[src/rtl/cmos_gen_pkg.sv]
// Shared types and constant helpers for the camera stream generator.
// Latency: n/a (declarations only).
// Backpressure: n/a.
//   state_e  : vertical frame state
//   stride_f : BMP row length in bytes, rounded up to a 4-byte boundary
package cmos_gen_pkg;

  typedef enum logic [2:0] {
    IDLE,
    VSYNC,
    VBACK,
    ACTIVE,
    VFRONT
  } state_e;

  function automatic int unsigned stride_f(input int unsigned h_active,
                                           input int unsigned bpp);
    return ((h_active * bpp + 3) / 4) * 4;
  endfunction

endpackage

[src/rtl/cmos_stream_gen_if.sv]
// Control and pixel-timing bundle between the stream generator and its sink.
// Latency: n/a (wires only).
// Backpressure: none; the generator free-runs once started.
//   enable/frames          : start request and burst length (sink -> generator)
//   cmos_vsync/cmos_href   : frame and pixel framing
//   cmos_index/pix_x/pix_y : buffer byte address and pixel coordinates
//   frame_cnt/frame_done   : completed-frame counter and end-of-frame pulse
//   busy                   : generator is not idle
interface cmos_stream_gen_if #(
  parameter int IDX_W = 32
);
  logic             enable;
  logic [7:0]       frames;
  logic             cmos_vsync;
  logic             cmos_href;
  logic [IDX_W-1:0] cmos_index;
  logic [15:0]      pix_x;
  logic [15:0]      pix_y;
  logic [15:0]      frame_cnt;
  logic             frame_done;
  logic             busy;

  modport master (
    input  enable, frames,
    output cmos_vsync, cmos_href, cmos_index, pix_x, pix_y,
           frame_cnt, frame_done, busy
  );

  modport slave (
    output enable, frames,
    input  cmos_vsync, cmos_href, cmos_index, pix_x, pix_y,
           frame_cnt, frame_done, busy
  );
endinterface

[src/rtl/line_timer.sv]
// Horizontal line timer: h counter 0..LINE_LEN-1 with line-end strobe.
// Latency: flags describe the current h (line_end_o) or the next h (*_nxt_o).
// Backpressure: none; counts every cycle while run_i is high, held at 0 otherwise.
//   clk, rst     : clock, synchronous active-high reset
//   run_i        : generator is in a non-idle state
//   line_end_o   : current cycle is the last of the line
//   win_nxt_o    : next cycle falls in the active pixel window
//   first_nxt_o  : next cycle is h == 0
//   last_nxt_o   : next cycle is h == LINE_LEN-1
module line_timer #(
  parameter int unsigned H_ACTIVE = 800,
  parameter int unsigned H_BLANK  = 160
) (
  input  logic clk,
  input  logic rst,
  input  logic run_i,
  output logic line_end_o,
  output logic win_nxt_o,
  output logic first_nxt_o,
  output logic last_nxt_o
);

  localparam int unsigned LINE_LEN = H_ACTIVE + H_BLANK;
  localparam int          HW       = (LINE_LEN > 1) ? $clog2(LINE_LEN) : 1;

  logic [HW-1:0] h_q, h_d;

  assign line_end_o = run_i && (h_q == HW'(LINE_LEN - 1));

  // Idle holds h at 0 so the first line after a start begins cleanly.
  always_comb begin
    h_d = '0;
    if (run_i && !line_end_o) h_d = h_q + HW'(1);
  end

  always_ff @(posedge clk) begin
    if (rst) h_q <= '0;
    else     h_q <= h_d;
  end

  assign win_nxt_o   = (h_d < HW'(H_ACTIVE));
  assign first_nxt_o = (h_d == '0);
  assign last_nxt_o  = (h_d == HW'(LINE_LEN - 1));

endmodule

[src/rtl/cmos_stream_gen.sv]
// Camera timing (vsync/href) and BMP byte-address generator with bursts.
// Latency: enable sampled in IDLE at edge k -> vsync/busy from cycle k+1; index valid with href.
// Backpressure: none; a started frame always runs to completion.
//   clk, rst : clock, synchronous active-high reset
//   bus      : cmos_stream_gen_if master (enable/frames in, timing and address out)
module cmos_stream_gen
  import cmos_gen_pkg::*;
#(
  parameter int unsigned H_ACTIVE  = 800,
  parameter int unsigned H_BLANK   = 160,
  parameter int unsigned V_ACTIVE  = 480,
  parameter int unsigned V_SYNC    = 2,
  parameter int unsigned V_BACK    = 4,
  parameter int unsigned V_FRONT   = 2,
  parameter int unsigned BPP       = 3,
  parameter int unsigned HDR_BYTES = 54,
  parameter int unsigned FLIP      = 1,
  parameter int          IDX_W     = 32
) (
  input  logic               clk,
  input  logic               rst,
  cmos_stream_gen_if.master  bus
);

  localparam int unsigned      STRIDE = stride_f(H_ACTIVE, BPP);
  // Bottom-up buffers start output at the last stored row.
  localparam logic [IDX_W-1:0] ROW0   = (FLIP != 0) ?
                                        IDX_W'(HDR_BYTES + (V_ACTIVE - 1) * STRIDE) :
                                        IDX_W'(HDR_BYTES);
  localparam logic [IDX_W-1:0] STEP   = IDX_W'(STRIDE);
  localparam logic [IDX_W-1:0] PSTEP  = IDX_W'(BPP);

  state_e           state_q, state_d;
  logic [15:0]      line_q, line_d, line_lim;
  logic [7:0]       rem_q, rem_d;
  logic             cont_q, cont_d;
  logic [IDX_W-1:0] rowbase_q, rowbase_d;

  logic             vsync_q, vsync_d;
  logic             href_q, href_d;
  logic [IDX_W-1:0] index_q, index_d;
  logic [15:0]      pix_x_q, pix_x_d;
  logic [15:0]      pix_y_q, pix_y_d;
  logic [15:0]      frame_cnt_q, frame_cnt_d;
  logic             frame_done_q, frame_done_d;
  logic             busy_q, busy_d;

  logic line_end, win_nxt, first_nxt, last_nxt, line_last, last_frame;

  line_timer #(
    .H_ACTIVE (H_ACTIVE),
    .H_BLANK  (H_BLANK)
  ) u_line_timer (
    .clk         (clk),
    .rst         (rst),
    .run_i       (state_q != IDLE),
    .line_end_o  (line_end),
    .win_nxt_o   (win_nxt),
    .first_nxt_o (first_nxt),
    .last_nxt_o  (last_nxt)
  );

  always_comb begin
    line_lim = '0;
    case (state_q)
      VSYNC:   line_lim = 16'(V_SYNC - 1);
      VBACK:   line_lim = 16'(V_BACK - 1);
      ACTIVE:  line_lim = 16'(V_ACTIVE - 1);
      VFRONT:  line_lim = 16'(V_FRONT - 1);
      default: line_lim = '0;
    endcase
  end

  assign line_last  = line_end && (line_q == line_lim);
  // frames == 0 latched as continuous; otherwise the frame with one left is the last.
  assign last_frame = !cont_q && (rem_q <= 8'd1);

  // Vertical FSM: state, line-in-state counter and burst bookkeeping.
  always_comb begin
    state_d = state_q;
    line_d  = line_q;
    rem_d   = rem_q;
    cont_d  = cont_q;

    if (line_end) line_d = line_last ? 16'd0 : line_q + 16'd1;

    case (state_q)
      IDLE: begin
        if (bus.enable) begin
          state_d = VSYNC;
          line_d  = '0;
          rem_d   = bus.frames;
          cont_d  = (bus.frames == 8'd0);
        end
      end
      VSYNC:  if (line_last) state_d = (V_BACK == 0) ? ACTIVE : VBACK;
      VBACK:  if (line_last) state_d = ACTIVE;
      ACTIVE: if (line_last) state_d = VFRONT;
      VFRONT: begin
        if (line_last) begin
          if (rem_q != 8'd0) rem_d = rem_q - 8'd1;
          // Dropping enable only takes effect here, so frames are never cut short.
          state_d = (last_frame || !bus.enable) ? IDLE : VSYNC;
        end
      end
      default: state_d = IDLE;
    endcase
  end

  // Address path: row base reloads on entering ACTIVE and steps one stride per line.
  always_comb begin
    rowbase_d = rowbase_q;
    if (state_d == ACTIVE && state_q != ACTIVE)
      rowbase_d = ROW0;
    else if (state_q == ACTIVE && line_end)
      rowbase_d = (FLIP != 0) ? rowbase_q - STEP : rowbase_q + STEP;
  end

  // Outputs are registered from next-state values so they line up with state.
  always_comb begin
    vsync_d      = (state_d == VSYNC);
    busy_d       = (state_d != IDLE);
    href_d       = (state_d == ACTIVE) && win_nxt;
    frame_done_d = (state_d == VFRONT) && last_nxt && (line_d == 16'(V_FRONT - 1));
    frame_cnt_d  = frame_done_d ? frame_cnt_q + 16'd1 : frame_cnt_q;
    index_d      = index_q;
    pix_x_d      = pix_x_q;
    pix_y_d      = pix_y_q;
    if (href_d) begin
      if (first_nxt) begin
        index_d = rowbase_d;
        pix_x_d = '0;
        pix_y_d = line_d;
      end else begin
        index_d = index_q + PSTEP;
        pix_x_d = pix_x_q + 16'd1;
      end
    end
  end

  always_ff @(posedge clk) begin
    if (rst) begin
      state_q      <= IDLE;
      line_q       <= '0;
      rem_q        <= '0;
      cont_q       <= 1'b0;
      rowbase_q    <= '0;
      vsync_q      <= 1'b0;
      href_q       <= 1'b0;
      index_q      <= '0;
      pix_x_q      <= '0;
      pix_y_q      <= '0;
      frame_cnt_q  <= '0;
      frame_done_q <= 1'b0;
      busy_q       <= 1'b0;
    end else begin
      state_q      <= state_d;
      line_q       <= line_d;
      rem_q        <= rem_d;
      cont_q       <= cont_d;
      rowbase_q    <= rowbase_d;
      vsync_q      <= vsync_d;
      href_q       <= href_d;
      index_q      <= index_d;
      pix_x_q      <= pix_x_d;
      pix_y_q      <= pix_y_d;
      frame_cnt_q  <= frame_cnt_d;
      frame_done_q <= frame_done_d;
      busy_q       <= busy_d;
    end
  end

  assign bus.cmos_vsync = vsync_q;
  assign bus.cmos_href  = href_q;
  assign bus.cmos_index = index_q;
  assign bus.pix_x      = pix_x_q;
  assign bus.pix_y      = pix_y_q;
  assign bus.frame_cnt  = frame_cnt_q;
  assign bus.frame_done = frame_done_q;
  assign bus.busy       = busy_q;

endmodule

[src/flat_wrapper.sv]
// flat-port wrapper written by rule: the top's interface ports become plain ports
module cmos_stream_gen_flat import cmos_gen_pkg::*;
#(
  parameter int unsigned H_ACTIVE  = 800,
  parameter int unsigned H_BLANK   = 160,
  parameter int unsigned V_ACTIVE  = 480,
  parameter int unsigned V_SYNC    = 2,
  parameter int unsigned V_BACK    = 4,
  parameter int unsigned V_FRONT   = 2,
  parameter int unsigned BPP       = 3,
  parameter int unsigned HDR_BYTES = 54,
  parameter int unsigned FLIP      = 1,
  parameter int          IDX_W     = 32
)
  (clk, rst, bus_enable, bus_frames, bus_cmos_vsync, bus_cmos_href, bus_cmos_index, bus_pix_x, bus_pix_y, bus_frame_cnt, bus_frame_done, bus_busy);
  cmos_stream_gen_if #(.IDX_W(IDX_W)) bus_i ();
  input  logic clk;
  input  logic rst;
  input wire logic [$bits(bus_i.enable)-1:0] bus_enable;
  input wire logic [$bits(bus_i.frames)-1:0] bus_frames;
  output wire logic [$bits(bus_i.cmos_vsync)-1:0] bus_cmos_vsync;
  output wire logic [$bits(bus_i.cmos_href)-1:0] bus_cmos_href;
  output wire logic [$bits(bus_i.cmos_index)-1:0] bus_cmos_index;
  output wire logic [$bits(bus_i.pix_x)-1:0] bus_pix_x;
  output wire logic [$bits(bus_i.pix_y)-1:0] bus_pix_y;
  output wire logic [$bits(bus_i.frame_cnt)-1:0] bus_frame_cnt;
  output wire logic [$bits(bus_i.frame_done)-1:0] bus_frame_done;
  output wire logic [$bits(bus_i.busy)-1:0] bus_busy;
  assign bus_i.enable = bus_enable;
  assign bus_i.frames = bus_frames;
  assign bus_cmos_vsync = bus_i.cmos_vsync;
  assign bus_cmos_href = bus_i.cmos_href;
  assign bus_cmos_index = bus_i.cmos_index;
  assign bus_pix_x = bus_i.pix_x;
  assign bus_pix_y = bus_i.pix_y;
  assign bus_frame_cnt = bus_i.frame_cnt;
  assign bus_frame_done = bus_i.frame_done;
  assign bus_busy = bus_i.busy;
  cmos_stream_gen #(.H_ACTIVE(H_ACTIVE), .H_BLANK(H_BLANK), .V_ACTIVE(V_ACTIVE), .V_SYNC(V_SYNC), .V_BACK(V_BACK), .V_FRONT(V_FRONT), .BPP(BPP), .HDR_BYTES(HDR_BYTES), .FLIP(FLIP), .IDX_W(IDX_W)) u_core (.clk(clk), .rst(rst), .bus(bus_i));
endmodule
[config.mk]
export PLATFORM = sky130hd
export DESIGN_NAME = cmos_stream_gen_flat
export DESIGN_NICKNAME = d
export VERILOG_FILES = /design/src/rtl/cmos_gen_pkg.sv /design/src/rtl/cmos_stream_gen_if.sv /design/src/rtl/line_timer.sv /design/src/rtl/cmos_stream_gen.sv /design/src/flat_wrapper.sv
export SDC_FILE = /design/constraint.sdc
export NUM_CORES = 1
export LEC_CHECK = 0
export BUFFER_PORTS_ARGS = -buffer_cell sky130_fd_sc_hd__buf_2
export CAP_MARGIN = 20
export CORE_UTILIZATION = 46
export DETAILED_ROUTE_END_ITERATION = 6
export GPL_TIMING_DRIVEN = 0
export PLACE_DENSITY = 0.65
export SLEW_MARGIN = 20
export SYNTH_ARGS = -nofsm -noshare
export SYNTH_HDL_FRONTEND = slang
export SYNTH_SLANG_ARGS = --single-unit
[constraint.sdc]
create_clock -name clk -period 3.8 [get_ports clk]
set_input_delay 0.38 -clock clk [delete_from_list [all_inputs] [get_ports clk]]
set_output_delay 0.38 -clock clk [all_outputs]
set_load 0.02 [all_outputs]
==> results of run 1 <==
==> state kept, by name (all words and copies together) (netlist names) <==
name                     count
u_core.bus.cmos_href         1
u_core.state_q               3
u_core.bus.frame_cnt        16
u_core.bus.cmos_vsync        1
u_core.rowbase_q            32
u_core.rem_q                 8
u_core.line_q               16
u_core.bus.frame_done        1
u_core.bus.pix_y            16
u_core.cont_q                1
u_core.u_line_timer.h_q     10
u_core.bus.busy              1
u_core.bus.pix_x            16
u_core.bus.cmos_index       32
==> timing repair <==
item	4_1_cts	5_1_grt
setup endpoints to repair	0	16
buffers inserted	0	1
gates resized for setup	0	2
endpoints found under the hold margin	0	0
==> per-stage QoR <==
step / std cells / hold slack (ps) / power [uW] / setup slack (ps) / utilization [%]
after floorplan: 1023 / 409 / 1790 / 708 / -
after global placement: 1341 / 418 / 1850 / 198 / 51.6
after detailed placement: 1341 / 424 / 1850 / 218 / 51.6
after CTS: 1371 / 307 / 3680 / 197 / 55.2
after global routing: 1372 / 316 / 3780 / 18.3 / 55.4
final: 1372 / 316 / 3650 / 225 / 55.4
==> Yosys cell counts (all sizes together), types with 6 or more instances <==
cell type / number
nand3: 39
a22oi: 12
mux2: 7
and2: 14
nor2b: 15
buf: 23
nand4: 18
dfxtp: 154
a211oi: 15
clkbuf: 39
nor3: 65
a31oi: 9
or3: 15
ha: 8
a21oi: 53
nand3b: 6
nor3b: 7
nand2b: 6
nand2: 78
xnor2: 40
o22a: 13
inv: 21
and4: 9
or4: 13
nor4: 27
nor2: 143
o21ai: 70
xor2: 37
and3: 15
or2: 7
==> logic make-up after synthesis <==
| logic type | Yosys count | synth area share (%) |
|---|---|---|
| AND/OR/NAND/NOR | 485 | 31.3 |
| XOR/XNOR | 77 | 8.22 |
| multiplexers | 10 | 1.33 |
| flip-flops | 154 | 37.6 |
| adder cells (fa/ha/maj) | 8 | 1.22 |
| AO/OA/AOI/OAI | 206 | 15.8 |
| buffers and inverters | 83 | 4.58 |
==> cell type report <==
cell class                 count  area (um^2)  share of cell area, %
sequential                   154         3080                   32.1
inverter                      21         78.8                  0.820
timing repair buffer          94          473                   4.92
multi-input combinational    786         4760                   49.6
buffer                        62          297                   3.08
clock buffer                  23          498                   5.18
tap                          225          282                   2.93
clock inverter                 7          138                   1.43
==> tightest hold or removal path, delay by kind of cell <==
| family | cells | cell delay [ps] |
|---|---|---|
| AND/OR/NAND/NOR | 2 | 110 |
| buffers and inverters | 1 | 90 |
| AO/OA/AOI/OAI | 2 | 140 |
==> worst max path at each step <==
| stage | slack, ps | to | startpoint |
|---|---|---|---|
| after global placement | 200 | u_core.bus.frame_cnt[13]$_SDFFE_PP0P_ | u_core.u_line_timer.h_q[0]$_SDFF_PP0_ |
| final | 220 | u_core.bus.frame_cnt[13]$_SDFFE_PP0P_ | u_core.u_line_timer.h_q[0]$_SDFF_PP0_ |
| after floorplan | 710 | u_core.bus.frame_cnt[13]$_SDFFE_PP0P_ | u_core.u_line_timer.h_q[0]$_SDFF_PP0_ |
| after global routing | 20 | u_core.bus.frame_cnt[13]$_SDFFE_PP0P_ | u_core.u_line_timer.h_q[0]$_SDFF_PP0_ |
| after detailed placement | 220 | u_core.rowbase_q[21]$_SDFF_PP0_ | u_core.line_q[13]$_SDFF_PP0_ |
| after CTS | 200 | u_core.bus.frame_cnt[13]$_SDFFE_PP0P_ | u_core.u_line_timer.h_q[0]$_SDFF_PP0_ |
==> report_power, final <==
| group | switching [uW] | leakage [uW] | total [uW] | internal (uW) |
|---|---|---|---|---|
| logic | 133 | 0.00224 | 183 | 50.8 |
| clock network | 660 | 0.000311 | 1840 | 1180 |
| registers | 7.87 | 0.00124 | 1630 | 1620 |
==> routing by layer <==
| metal | vias to the layer above | track usage, % |
|---|---|---|
| met4 | 0 | 10.4 |
| met2 | 277 | 40.7 |
| li1 | 3867 | - |
| met3 | 49 | 5.39 |
| met5 | - | 0 |
| met1 | 3699 | 34.5 |
==> run_results.csv, run 1 <==
group,metric,value,unit
status,status,"completed",
final_layout,fill_cells,1684,
routing,drc,0,
sta,slew_viol_final,0,
sta,relSlewSlack,42.5,%
synth,synth_top_area_cell,"dfxtp_1",
worst_hold_path,min-delay-start,"bus_frames[1]",
global_routing,grt_pass1_wl,37300,um
die,ios,95,
power_and_ir_drop,leakage,0.00379,uW
setup_path,r2r-start,"u_core.u_line_timer.h_q[0]$_SDFF_PP0_",
setup_path,cp_slowest_cell,"or4_1",
routing,via_count,7892,
sta,fin_setup_tns,0,ps
global_routing,grt_max_degree,17,
sta,worst_pin_slew,863,ps
setup_path,cp-start-kind,"flop",
place,place_congestion,0.904,
routing,drt.antenna.violating_nets,0,
cts,clk_latency,430,ps
synth,postSynthCellCount,1023,
setup_path,required,4120,ps
synth,avgSynthCellArea,8.02,um^2
sta,setup_viol,0,
final_layout,design_area,0.00961,mm^2
sta,hold_viol,0,
synth,ys_seq_area_share,37.6,%
synth,ys_types,69,
job,cap_violations,0,
sta,fin_crit,3580,ps
place,placed_cell_area,0.00895,mm^2
routing,wl_met3,1480,um
final_layout,antenna_cells,0,
place,hpwl,16700,um
die,dieWidth,136,um
worst_hold_path,min_delay_path_depth,5,
global_routing,grt_pass1_vias,7274,
setup_path,ff2ff_path_depth,11,
cts,cts_tree,"built",
routing,wl_met2,10400,um
synth,synth-async-reset-ratio,0,%
sta,finClkSkew,10.9,ps
setup_path,endpoint_kind,"flop",
final_layout,area_growth_syn_to_layout,17.2,%
routing,wirelength,23000,um
cts,root_buffer,"clkbuf_16",
die,fp.dieH,136,um
cts,cts_buffers,17,
cts,clock-sinks,154,
routing,vias_per_cell,5.75,
die,initial_core_util,47.3,%
synth,synth_edf_count,0,
setup_path,path_delay_family,"simple AND/OR/NAND/NOR gates",
synth,yosysTopAreaCellShare,37.6,%
setup_path,critPathKind,"flop to flop",
sta,timing.fmax,0.280,GHz
setup_path,worst_ep_arrival_time,3890,ps
die,core.rowCount,48,
routing,highest_layer,"met4",
final_layout,most-common-layout-cells,"dfxtp_1 (154), nor2_1 (139), buf_2 (105)",
synth,synth_nets,1042,
routing,first_pass_iters,5,
global_routing,grt_use_total,25.9,%
setup_path,crit_buf_inv,1,
synth,yosysWarnings,0,
cts,htreeDepth,4,
synth,synth.area.top_cells,"dfxtp_1 (38%), nor2_1 (6.4%), xnor2_1 (4.3%), o21ai_0 (4.2%), xor2_1 (4.0%)",
global_routing,antenna_found_initial,0,
setup_path,worst-path-stages,11,
synth,ys_seq_elements,154,
synth,syn-cell-area,0.00820,mm^2
setup_path,reg2reg_to,"u_core.bus.frame_cnt[13]$_SDFFE_PP0P_",
routing,wl_per_cell,16.8,um
power_and_ir_drop,peakVddDrop,0.316,mV
setup_path,cp_max_fo,10,
place,port-buffer-count,93,
cts,cts_max_path_buffers,2,
routing,m1WireLength,10600,um
sta,rsz0062_at_grt,"no",
worst_hold_path,hold_end,"u_core.rem_q[1]$_SDFFE_PP0P_",
routing,drt_first_iter_violations,532,
die,fp.coreArea,0.0174,mm^2
setup_path,slowest_delay,550,ps
setup_path,path_cells,"ha_1, nand3_1, buf_4, or4_1, a311oi_1, a31oi_1, nor3_1, and4_1, nand4b_2, nor4_2, mux2_2",
cts,clk_pin_slew,60,ps
sta,fin_crit_sh,94.1,%
power_and_ir_drop,power_density,380,mW/mm^2
die,die_area,0.0184,mm^2
cts,postCtsHoldBufs,0,
final_layout,drive_above_1_share,16.0,%
global_routing,grt.overflow.total,0,
final_layout,fin_nets,1155,
worst_hold_path,hold_class,"input port to flop",
setup_path,r2r_slack,220,ps
synth,ys.flop_type,"dfxtp_1",
final_layout,layout_commonest_cell,"dfxtp_1",
Power figures use the tool's default switching activity.
==> run 2, diff against run 1 <==
Settings changed: CORE_UTILIZATION 46 to 50, PLACE_DENSITY 0.65 to 0.7.
==> run 2 against run 1 <==
Die area shrank 7.9%. Register-to-register slack lost 30 ps. Cell area shrank 0.73%. Core utilization grew 4.5 points. Worst hold slack gained 1.6 ps. Sequential power is essentially flat. Sequential share of layout area grew 0.24 points. First-iteration DRC count grew 52%. Count of clock-buffer cells in the layout shrank 3. Cell count shrank 0.87%. Setup slack lost 33 ps. Clock power shrank 4%. Largest power group unchanged.
==> run_results.csv, run 2 (synthesis results as in run 1) <==
group,metric,value,unit
status,status,"completed",
cts,clock-sinks,154,
routing,via_count,8013,
power_and_ir_drop,swShare,22.3,%
sta,whs,317,ps
power_and_ir_drop,p_switching,795,uW
power_and_ir_drop,cellInternalPower,2780,uW
setup_path,required,4120,ps
routing,drc,0,
global_routing,grt_max_degree,17,
final_layout,layout_commonest_cell,"dfxtp_1",
power_and_ir_drop,pwr-share-seq,45.7,%
routing,drt.antenna.violating_nets,0,
sta,fin_crit,3610,ps
sta,fin_crit_sh,95.0,%
power_and_ir_drop,power_density,374,mW/mm^2
cts,htreeDepth,4,
setup_path,r2r-start,"u_core.u_line_timer.h_q[0]$_SDFF_PP0_",
power_and_ir_drop,peakVddDrop,0.335,mV
place,port-buffer-count,93,
routing,wirelength,23000,um
global_routing,grt_pass1_vias,7122,
setup_path,slowest_delay,550,ps
routing,first_pass_iters,6,
die,ios,95,
power_and_ir_drop,combPwrFrac,5.1,%
die,fp.dieH,130,um
routing,wl_per_cell,16.9,um
setup_path,cp_slowest_cell,"or4_1",
die,core.rowCount,46,
place,place_congestion,0.908,
final_layout,area_growth_syn_to_layout,16.3,%
setup_path,cp-start-kind,"flop",
setup_path,r2r_slack,190,ps
worst_hold_path,min_delay_path_depth,5,
setup_path,endpoint_kind,"flop",
sta,fin_setup_tns,0,ps
setup_path,path_delay_family,"simple AND/OR/NAND/NOR gates",
sta,setup_viol,0,
cts,cts_buffers,17,
cts,root_buffer,"clkbuf_16",
worst_hold_path,hold_class,"input port to flop",
cts,cts_tree,"built",
die,dieWidth,130,um
job,cap_violations,0,
setup_path,cp_max_fo,10,
sta,worst_pin_slew,1110,ps
final_layout,most-common-layout-cells,"dfxtp_1 (154), nor2_1 (139), buf_2 (105)",
die,die_area,0.0169,mm^2
sta,finClkSkew,6.73,ps
final_layout,antenna_cells,0,
power_and_ir_drop,leakage,0.00376,uW
routing,vias_per_cell,5.89,
global_routing,grt_pass1_wl,36500,um
setup_path,worst_ep_arrival_time,3930,ps
sta,timing.fmax,0.277,GHz
sta,relSlewSlack,25.7,%
worst_hold_path,min-delay-start,"bus_frames[1]",
sta,slew_viol_final,0,
global_routing,grt_use_total,27.9,%
die,fp.coreArea,0.0159,mm^2
die,initial_core_util,51.5,%
cts,cts_max_path_buffers,2,
global_routing,grt.overflow.total,0,
cts,clk_pin_slew,60,ps
final_layout,drive_above_1_share,15.6,%
cts,clk_latency,430,ps
setup_path,critPathKind,"flop to flop",
place,hpwl,16700,um
power_and_ir_drop,total_power,3570,uW
final_layout,fin_nets,1154,
worst_hold_path,hold_end,"u_core.rem_q[1]$_SDFFE_PP0P_",
sta,hold_viol,0,
setup_path,ff2ff_path_depth,11,
power_and_ir_drop,clkPwrFrac,49.2,%
setup_path,reg2reg_to,"u_core.bus.frame_cnt[15]$_SDFFE_PP0P_",
setup_path,path_cells,"ha_1, nand3_1, buf_4, or4_1, a311oi_1, a31oi_1, nor3_1, and4_1, nand4b_2, nor4_1, mux2_2",
routing,drt_first_iter_violations,811,
setup_path,crit_buf_inv,1,
global_routing,antenna_found_initial,0,
run 2: cell types whose count changed in the layout (fill, tap and decap cells not counted), sizes merged:
cell	previous run	this run
buf	117	116
clkbuf	62	59
inv	21	22
run 2: power by group through the flow:
stage	clock [uW]	sequential [uW]	combinational [uW]
after floorplan	0	1670	117
after global placement	0	1670	178
after detailed placement	0	1670	177
after CTS	1770	1630	178
after global routing	1840	1630	200
final	1760	1630	183
run 2: worst max path at each step:
stage | cells past startpoint | startpoint | end
floorplan | 11 | u_core.u_line_timer.h_q[0]$_SDFF_PP0_ | u_core.bus.frame_cnt[13]$_SDFFE_PP0P_
global placement | 11 | u_core.u_line_timer.h_q[0]$_SDFF_PP0_ | u_core.bus.cmos_index[20]$_SDFFE_PP0P_
detailed placement | 11 | u_core.u_line_timer.h_q[0]$_SDFF_PP0_ | u_core.bus.cmos_index[12]$_SDFFE_PP0P_
CTS | 11 | u_core.u_line_timer.h_q[0]$_SDFF_PP0_ | u_core.bus.cmos_index[12]$_SDFFE_PP0P_
global route | 11 | u_core.u_line_timer.h_q[0]$_SDFF_PP0_ | u_core.bus.frame_cnt[15]$_SDFFE_PP0P_
finish | 11 | u_core.u_line_timer.h_q[0]$_SDFF_PP0_ | u_core.bus.frame_cnt[15]$_SDFFE_PP0P_
run 2: worst reg2reg max path, cell delays in order, from the launching register on:
cell and delay [ps]:
dfxtp_1 400, ha_1 260, nand3_1 160, buf_4 220
or4_1 550, a311oi_1 280, a31oi_1 180, nor3_1 250
and4_1 260, nand4b_2 230, nor4_1 350, mux2_2 370
run 2: area by class of cell:
cell class,count,area [um^2]
sequential,154,3080
clock buffer,20,447
fill,1470,6400
inverter,21,78.8
tap,216,270
multi-input combinational,786,4760
clock inverter,8,146
buffer,62,297
timing repair buffer,93,465
run 2: timing repair:
action                     in CTS  in global routing
hold buffers                    0                  0
gates resized for setup         0                  2
setup endpoints to repair       0                 31
hold endpoints to repair        0                  0
buffers inserted                0                  0
run 2: layer usage:
layer  vias to the layer above  track usage (%)  wire length, um
met5                         -                0                0
met4                         0             11.8              632
met3                        58             4.76             1690
met2                       328             42.7             9950
met1                      3755             38.7            10700
li1                       3872                -                -
run 2: metrics by stage:
| step | instance area [um^2] | std cells | utilization (%) | worst slack (ps) |
|---|---|---|---|---|
| after CTS | 9530 | 1360 | 59.8 | 221 |
| final | 9540 | 1360 | 59.9 | 191 |
| after global routing | 9540 | 1360 | 59.9 | -0.792 |
| after detailed placement | 8940 | 1332 | 56.1 | 234 |
| after floorplan | 8200 | 1023 | - | 708 |
| after global placement | 8940 | 1332 | 56.1 | 253 |
==> run 3, diff against run 2 <==
Settings changed: PLACE_DENSITY 0.7 to 0.73.
Clock period 3.8 ns to 3 ns, I/O delays scaled along.
==> run 3 against run 2 <==
The flow now finishes with violations (negative setup slack). Maximum frequency grew 15%. First-iteration DRC count grew 6.2%. Non-clock buffer count grew 21. Sequential share of layout area shrank 2.0 points. Cell area grew 7.3%. Global-route usage grew 1.5 points. Cell count grew 1.7%. Clock power grew 16%. Sequential cell count is the same. Wire length grew 8.3%. Via count grew 3.0%. Critical path type unchanged. Critical endpoint is now u_core.bus.frame_cnt[13]$_SDFFE_PP0P_. Largest power group is now sequential cells.
==> run_results.csv, run 3 (synthesis results as in run 1) <==
group,metric,value,unit
status,status,"finished with violations",
status,violations,"negative setup slack",
final_layout,fill_cells,1402,
cts,clock-sinks,154,
sta,setup_viol,32,
place,placed_cell_area,0.00897,mm^2
cts,htreeDepth,4,
place,port-buffer-count,93,
routing,wirelength,24900,um
final_layout,layout_commonest_cell,"dfxtp_1",
die,fp.dieH,130,um
worst_hold_path,hold_class,"input port to flop",
place,place_congestion,0.968,
cts,root_buffer,"clkbuf_16",
final_layout,fin_nets,1175,
sta,fin_ws,-146,ps
sta,worst_pin_slew,830,ps
cts,cts_max_path_buffers,2,
sta,finClkSkew,10.3,ps
cts,clk_latency,430,ps
final_layout,design_area,0.0102,mm^2
power_and_ir_drop,peakVddDrop,0.416,mV
routing,via_count,8252,
die,core.rowCount,46,
global_routing,grt_pass1_vias,7486,
global_routing,grt_use_total,29.4,%
sta,fin_crit,3150,ps
setup_path,worst_ep_arrival_time,3460,ps
sta,relSlewSlack,44.1,%
setup_path,cp-start-kind,"flop",
sta,fin_crit_sh,105,%
die,die_area,0.0169,mm^2
place,hpwl,16700,um
place,numPlacedInstances,1332,
setup_path,cp_max_fo,8,
job,cap_violations,0,
power_and_ir_drop,power_density,426,mW/mm^2
die,dieWidth,130,um
cts,cts_tree,"built",
final_layout,area_growth_syn_to_layout,24.9,%
final_layout,final_cell_count_no_fill,1383,
setup_path,endpoint_kind,"flop",
final_layout,antenna_cells,0,
die,initial_core_util,51.5,%
die,fp.coreArea,0.0159,mm^2
sta,slew_viol_final,0,
final_layout,drive_above_1_share,24.9,%
global_routing,antenna_found_initial,0,
global_routing,use_met1,39.9,%
sta,hold_viol,0,
global_routing,grt.overflow.total,0,
cts,cts_buffers,17,
global_routing,grt_pass1_wl,38700,um
sta,fin_setup_tns,-921,ps
routing,drt_first_iter_violations,861,
power_and_ir_drop,leakage,0.00405,uW
setup_path,required,3320,ps
routing,vias_per_cell,5.97,
routing,first_pass_iters,5,
final_layout,most-common-layout-cells,"dfxtp_1 (143), nor2_1 (137), buf_2 (100)",
routing,drc,0,
global_routing,grt_max_degree,17,
sta,timing.fmax,0.318,GHz
die,ios,95,
routing,wl_per_cell,18.0,um
global_routing,grt.met2_usage,46.3,%
sta,rsz0062_at_grt,"yes",
setup_path,critPathKind,"flop to flop",
global_routing,grt-busiest-layer,"met2",
global_routing,grt_use_met3,4.59,%
cts,clk_pin_slew,60,ps
routing,drt.antenna.violating_nets,0,
==> run 3: layout make-up <==
class                      count  area [um^2]  area share (%)
multi-input combinational    786         5240            51.1
sequential                   154         3100            30.3
timing repair buffer         118          661            6.45
clock buffer                  23          478            4.67
buffer                        58          343            3.35
tap                          216          270            2.64
inverter                      21         78.8           0.770
clock inverter                 7         68.8           0.672
==> run 3: where the power goes <==
part	leakage (uW)	switching (uW)	internal (uW)	total [uW]
Sequential	0.00125	10.5	2060	2070
Combinational	0.00254	178	74.2	252
Clock	0.000265	850	1190	2040
Total	0.00405	1040	3320	4360
==> run 3: worst max-delay path, cell delays in order (launching register included) <==
cell and delay (ps):
dfxtp_4 370, ha_4 160, nand3_4 100, buf_8 160, nor4_4 450, mux2i_2 160
or3_1 400, nor3_2 130, and4_4 270, nand4b_4 170, nor4_2 270, mux2_2 380
==> run 3: worst paths after layout <==
check,start,end,slack [ps],cells past startpoint
setup / recovery,u_core.u_line_timer.h_q[1]$_SDFF_PP0_,u_core.bus.frame_cnt[13]$_SDFFE_PP0P_,-150,11
hold / removal,bus_frames[6],u_core.rem_q[6]$_SDFFE_PP0P_,230,3
setup reg to reg,u_core.u_line_timer.h_q[1]$_SDFF_PP0_,u_core.bus.frame_cnt[13]$_SDFFE_PP0P_,-150,11
hold reg to reg,u_core.rowbase_q[0]$_SDFF_PP0_,u_core.rowbase_q[0]$_SDFF_PP0_,430,2
==> run 3: per-layer routing <==
layer | share of wire, % | vias up
met4 | 2.9 | 0
met5 | 0 | -
li1 | - | 3922
met3 | 7.4 | 64
met2 | 45 | 358
met1 | 45 | 3908
==> run 3: timing repair <==
action | in CTS | in global routing
hold buffers | 0 | 0
pin swaps | 18 | 15
cloned | 0 | 0
setup buffers | 20 | 5
endpoints found under the setup margin | 99 | 88
resized for setup | 69 | 71
==> run 3: stage by stage <==
stage | setup WS [ps] | hold slack [ps] | power, uW | util, %
5_1_grt | -247 | 253 | 4470 | 64.2
4_1_cts | 0.828 | 217 | 4350 | 62.4
2_1_floorplan | 15.7 | 409 | 2260 | -
3_5_place_dp | -604 | 419 | 2340 | 56.3
6_report | -146 | 233 | 4360 | 64.2
3_3_place_gp | -543 | 418 | 2340 | 56.3
